$ cat config.mk
export PLATFORM = sky130hd
export DESIGN_NAME = fetch_unit
export DESIGN_NICKNAME = d
export VERILOG_FILES = /design/src/rtl/fetch_unit.sv
export SDC_FILE = /design/constraint.sdc
export NUM_CORES = 1
export LEC_CHECK = 0
export BUFFER_PORTS_ARGS = -buffer_cell sky130_fd_sc_hd__buf_2
export CORE_MARGIN = 4
export CORE_UTILIZATION = 30
export CTS_CLUSTER_DIAMETER = 200
export DETAILED_ROUTE_END_ITERATION = 6
export PLACE_DENSITY = 0.62
export REMOVE_ABC_BUFFERS = 1
export SETUP_SLACK_MARGIN = 0.5
export SLEW_MARGIN = 25
export SYNTH_ARGS = -nofsm -noshare
export SYNTH_HDL_FRONTEND = slang
export SYNTH_SLANG_ARGS = --single-unit
$ cat constraint.sdc
create_clock -name clk -period 8.4 [get_ports clk]
set_input_delay 0.42 -clock clk [delete_from_list [all_inputs] [get_ports clk]]
set_output_delay 0.42 -clock clk [all_outputs]
set_load 0.01 [all_outputs]
$ cat src/rtl/fetch_unit.sv
// Fetch stage: owns the PC, issues instruction-memory requests and presents
// the fetched instruction to the F->D register through a one-entry hold buffer.
module fetch_unit #(
  parameter logic [31:0] RESET_PC = 32'h0000_0000
) (
  input  logic        clk,
  input  logic        reset,
  input  logic        StallF,
  input  logic        PCSrcE,
  input  logic [31:0] PC_targetE,
  output logic        imem_req,
  output logic [31:0] imem_addr,
  input  logic        imem_ready,
  input  logic [31:0] imem_rdata,
  output logic [31:0] InstrF,
  output logic [31:0] PC_nowF,
  output logic [31:0] PC_plus4F,
  output logic        validF,
  output logic        fetch_fault
);

  typedef enum logic [1:0] {
    BOOT  = 2'd0,
    RUN   = 2'd1,
    FAULT = 2'd2
  } state_t;

  state_t      state_q, state_d;
  logic [31:0] pc_q, pc_d;
  logic [31:0] instr_q, instr_d;
  logic [31:0] pc_now_q, pc_now_d;
  logic [31:0] pc_plus4_q, pc_plus4_d;
  logic        valid_q, valid_d;
  logic        consume, accept;
  logic [31:0] pc_inc;

  assign pc_inc      = pc_q + 32'd4;
  assign imem_req    = (state_q == RUN) && (!valid_q || !StallF);
  assign imem_addr   = pc_q;
  assign fetch_fault = (state_q == FAULT);
  assign consume     = valid_q && !StallF;
  assign accept      = imem_req && imem_ready && !PCSrcE;

  always_ff @(posedge clk or posedge reset) begin
    if (reset) begin
      state_q    <= BOOT;
      pc_q       <= RESET_PC;
      instr_q    <= '0;
      pc_now_q   <= '0;
      pc_plus4_q <= '0;
      valid_q    <= 1'b0;
    end else begin
      state_q    <= state_d;
      pc_q       <= pc_d;
      instr_q    <= instr_d;
      pc_now_q   <= pc_now_d;
      pc_plus4_q <= pc_plus4_d;
      valid_q    <= valid_d;
    end
  end

  always_comb begin
    state_d    = state_q;
    pc_d       = pc_q;
    instr_d    = instr_q;
    pc_now_d   = pc_now_q;
    pc_plus4_d = pc_plus4_q;
    valid_d    = valid_q;
    unique case (state_q)
      BOOT: state_d = RUN;
      RUN: begin
        // Redirect wins over both stall and any same-cycle memory response.
        if (PCSrcE) begin
          pc_d       = PC_targetE;
          instr_d    = '0;
          pc_now_d   = '0;
          pc_plus4_d = '0;
          valid_d    = 1'b0;
          if (PC_targetE[1:0] != 2'b00) state_d = FAULT;
        end else if (accept) begin
          instr_d    = imem_rdata;
          pc_now_d   = pc_q;
          pc_plus4_d = pc_inc;
          valid_d    = 1'b1;
          pc_d       = pc_inc;
        end else if (consume) begin
          instr_d    = '0;
          pc_now_d   = '0;
          pc_plus4_d = '0;
          valid_d    = 1'b0;
        end
      end
      FAULT: begin
        instr_d    = '0;
        pc_now_d   = '0;
        pc_plus4_d = '0;
        valid_d    = 1'b0;
      end
      default: state_d = BOOT;
    endcase
  end

  assign InstrF    = instr_q;
  assign PC_nowF   = pc_now_q;
  assign PC_plus4F = pc_plus4_q;
  assign validF    = valid_q;

endmodule

==> results.md <==
| Item | This run |
|---|---|
| Count of unique library cells instantiated by Yosys | 47 |
| Routed wire length per instance | 17.9 um |
| CTS tree | built |
| Buffer count from post-CTS setup fixing | 0 |
| Post-layout min period | 3.27 ns |
| Crit path largest cell delay | 0.62 ns |
| Clk sink count | 129 |
| Number of top-level pins | 200 |
| Number of flops mapped to enable cells by yosys | 0 |
| Crit-path slowest cell | sky130_fd_sc_hd__ha_1 |
| Startpoint-to-endpoint class of the critical path | reg2reg |
| Req. time, crit path | 8.73 ns |
| Mean Syn Cell Area | 10.7 um^2 |
| DRC | 0 |
| Path category of the worst min-delay check | in2async |
| Post-route cell area | 7780 um^2 |
| Average via count per standard cell | 4.93 |
| Synthesis Warnings | 0 |
| Critical path launch point type | flop |
| First-iteration detailed-routing DRC count | 295 |
| Clock transition at the registers of the reported paths | 0.06 ns |
| Maximum clock path buffer count | 2 |
| Post-Synthesis Cells | 562 |
| Commonest non-fill, non-tap cell in the layout | sky130_fd_sc_hd__buf_2 |
| Placeable core region | 19600 um^2 |
| First-pass GRT wire length | 28.2 mm |
| Final core utilization | 0.397 |
| Final wirelength | 18.2 mm |
| Diode insertion count for antenna repair | 0 |
| Share of synthesized area occupied by flip-flops and latches | 0.537 |
| Pin count of the biggest net entering global routing | 68 |
| Post-detailed-placement half-perimeter wirelength | 12.5 mm |
| DR vias | 5014 |
| Leak Pwr | 0.00384 uW |
| Signal arrival time at the worst endpoint | 3.60 ns |
| Fraction of registers with async set or reset after synthesis | 1.00 |
| #FFs+latches synth | 129 |
| Dominant synthesized flop cell | sky130_fd_sc_hd__dfrtp_1 |
| GRT Resource Usage Total | 0.163 |
| Outcome | finished clean |
| Setup repair after global routing missed its margin | no |
| Die Outline Area | 22400 um^2 |
| Layout overhead on the synthesized area | 29.5% |
| Remaining number of nets flagged by the antenna check after routing | 0 |
| H-tree levels | 4 |
| Total gr overflow | 0 |
| Placed standard-cell area | 7150 um^2 |
| Worst voltage drop across the vdd grid | 0.160 mV |
| Worst slew pin tran | 0.907 ns |
| Power density over the cells | 362 nW/um^2 |
| # port buffers | 199 |
| Cell breakdown of the critical path | inv_1 > ha_1 > a21bo_2 > inv_2 > nand2_2 > nor2_1 > nand3b_1 > buf_4 > o21ai_0 |
| Post-CTS Hold Fix Bufs | 0 |
| Max frequency | 306 MHz |
| Leading cell types in the layout, fill and taps excluded | sky130_fd_sc_hd__buf_2 (200), sky130_fd_sc_hd__dfrtp_1 (129), sky130_fd_sc_hd__nand2_1 (60), sky130_fd_sc_hd__a22o_1 (59), sky130_fd_sc_hd__o21ai_0 (53) |
| Initial Util | 0.307 |
| Setup crit end kind | flop |
| Final hold vios | 0 |
| Period Utilization, post-route | 0.389 |
| Number of global-route vias before repair | 4747 |
| Max-Slew Margin vs Limit | 0.395 |
| Post-synthesis cell area | 6010 um^2 |
| Post-CTS sizing | 0 |
| Cts bufs inserted | 17 |
| Number of detailed-routing iterations run before antenna repair | 4 |
| Maximum fanout count along the critical path | 22 |
| Net total in the final layout | 814 |
| DIE HEIGHT | 150 um |
| Share of cells above drive strength 1 | 0.342 |
| Max-capacitance violation count | 0 |
| Setup Total Neg Slack | 0 ns |
| Clock Latency Late Sink | 0.42 ns |
| Number of max-slew violations in the final report | 0 |
| Routability Congestion | 0.753 |
| CTS Root Buffer Type | sky130_fd_sc_hd__clkbuf_16 |
| Number of fill cells | 1950 |
| Width of the die | 150 um |
| FP Rows | 51 |
| Number of failing setup endpoints in the final timing report | 0 |
| Initial antenna violation count | 3 |
| Largest clock skew in the final design | 0.0157 ns |
synth_stat cells (all sizes together), types with 3 or more instances:
library cell	count	area share
dfrtp	129	0.54
nand2	63	0.041
a22o	59	0.086
o21ai	58	0.048
xnor2	34	0.050
buf	27	0.029
a21oi	23	0.019
nor2	23	0.014
clkbuf	22	0.014
inv	12	0.0075
nor3	12	0.010
nand3	11	0.011
nand4	9	0.012
nor4	9	0.024
nor2b	8	0.0083
o22ai	8	0.0083
xor2	8	0.012
a31oi	6	0.0062
and4	6	0.0092
ha	5	0.010
and3	4	0.0042
a22oi	3	0.0037
o21a	3	0.0037
o22a	3	0.0044
sequential cells by signal, summed over array words and instances (netlist names):
| register | count |
|---|---|
| state_q | 2 |
| PC_plus4F | 30 |
| validF | 1 |
| PC_nowF | 32 |
| imem_addr | 32 |
| InstrF | 32 |
path summary, 6_finish.rpt:
kind	from	slack, ns	depth (start not counted)	endpoint
worst max register to register	state_q[1]$_DFFE_PP0P_	5.13	9	PC_plus4F[31]$_DFFE_PP0P_
worst min-delay path	reset	0.10	2	InstrF[7]$_DFFE_PP0P_
max in group asynchronous	reset	7.03	3	imem_addr[30]$_DFFE_PP0P_
worst min register to register	PC_nowF[23]$_DFFE_PP0P_	0.48	2	PC_nowF[23]$_DFFE_PP0P_
min in group clk	PC_targetE[1]	0.21	3	imem_addr[1]$_DFFE_PP0P_
worst max-delay path	state_q[1]$_DFFE_PP0P_	5.13	9	PC_plus4F[31]$_DFFE_PP0P_
power by group:
group,switching (uW),internal (uW)
clock,276,487
sequential,220,803
combinational,622,412
total,1120,1700
routing by layer:
| metal | GRT usage | vias to the layer above | share of wire |
|---|---|---|---|
| li1 | - | 2372 | - |
| met1 | 0.218 | 2455 | 0.45 |
| met2 | 0.250 | 167 | 0.46 |
| met3 | 0.0581 | 14 | 0.073 |
| met4 | 0.0439 | 6 | 0.0065 |
| met5 | 0 | - | 0.0019 |
area by class of cell:
| cell class | count | area [um^2] | area share |
|---|---|---|---|
| clock buffer | 21 | 470 | 0.0604 |
| inverter | 12 | 50.0 | 0.00643 |
| multi-input combinational | 372 | 2490 | 0.320 |
| sequential | 129 | 3230 | 0.415 |
| clock inverter | 10 | 134 | 0.0172 |
| tap | 265 | 332 | 0.0426 |
| timing repair buffer | 208 | 1080 | 0.139 |
kinds of logic after synthesis:
group / count (synthesis) / synth area share
AOI/OAI and AO/OA: 171 / 0.192
and+or+nand+nor: 152 / 0.145
DFF: 129 / 0.537
buffers and inverters: 61 / 0.0506
xor gates and xnor gates: 42 / 0.0612
adders and majority gates: 5 / 0.0104
muxes: 2 / 0.00333
per-stage QoR:
stage                     hold WS, ns  cells  setup slack [ns]  power, uW
after floorplan                 0.516    513              3.86       1600
after global placement          0.458    984              5.23       2030
after detailed placement        0.465    985              5.13       2050
after CTS                       0.112   1016              5.12       2830
after global routing            0.132   1017              4.81       3020
final                           0.103   1017              5.13       2820
worst max-delay path, delay by kind of cell, from the launching register on:
kind / cells / cell delay [ns]
adder cells (fa/ha/maj): 1 / 0.62
AO/OA/AOI/OAI: 2 / 0.51
buffers and inverters: 3 / 0.61
flip-flops: 1 / 0.37
AND/OR/NAND/NOR: 3 / 1.05
Note: power is estimated with default switching activity, not from simulation.
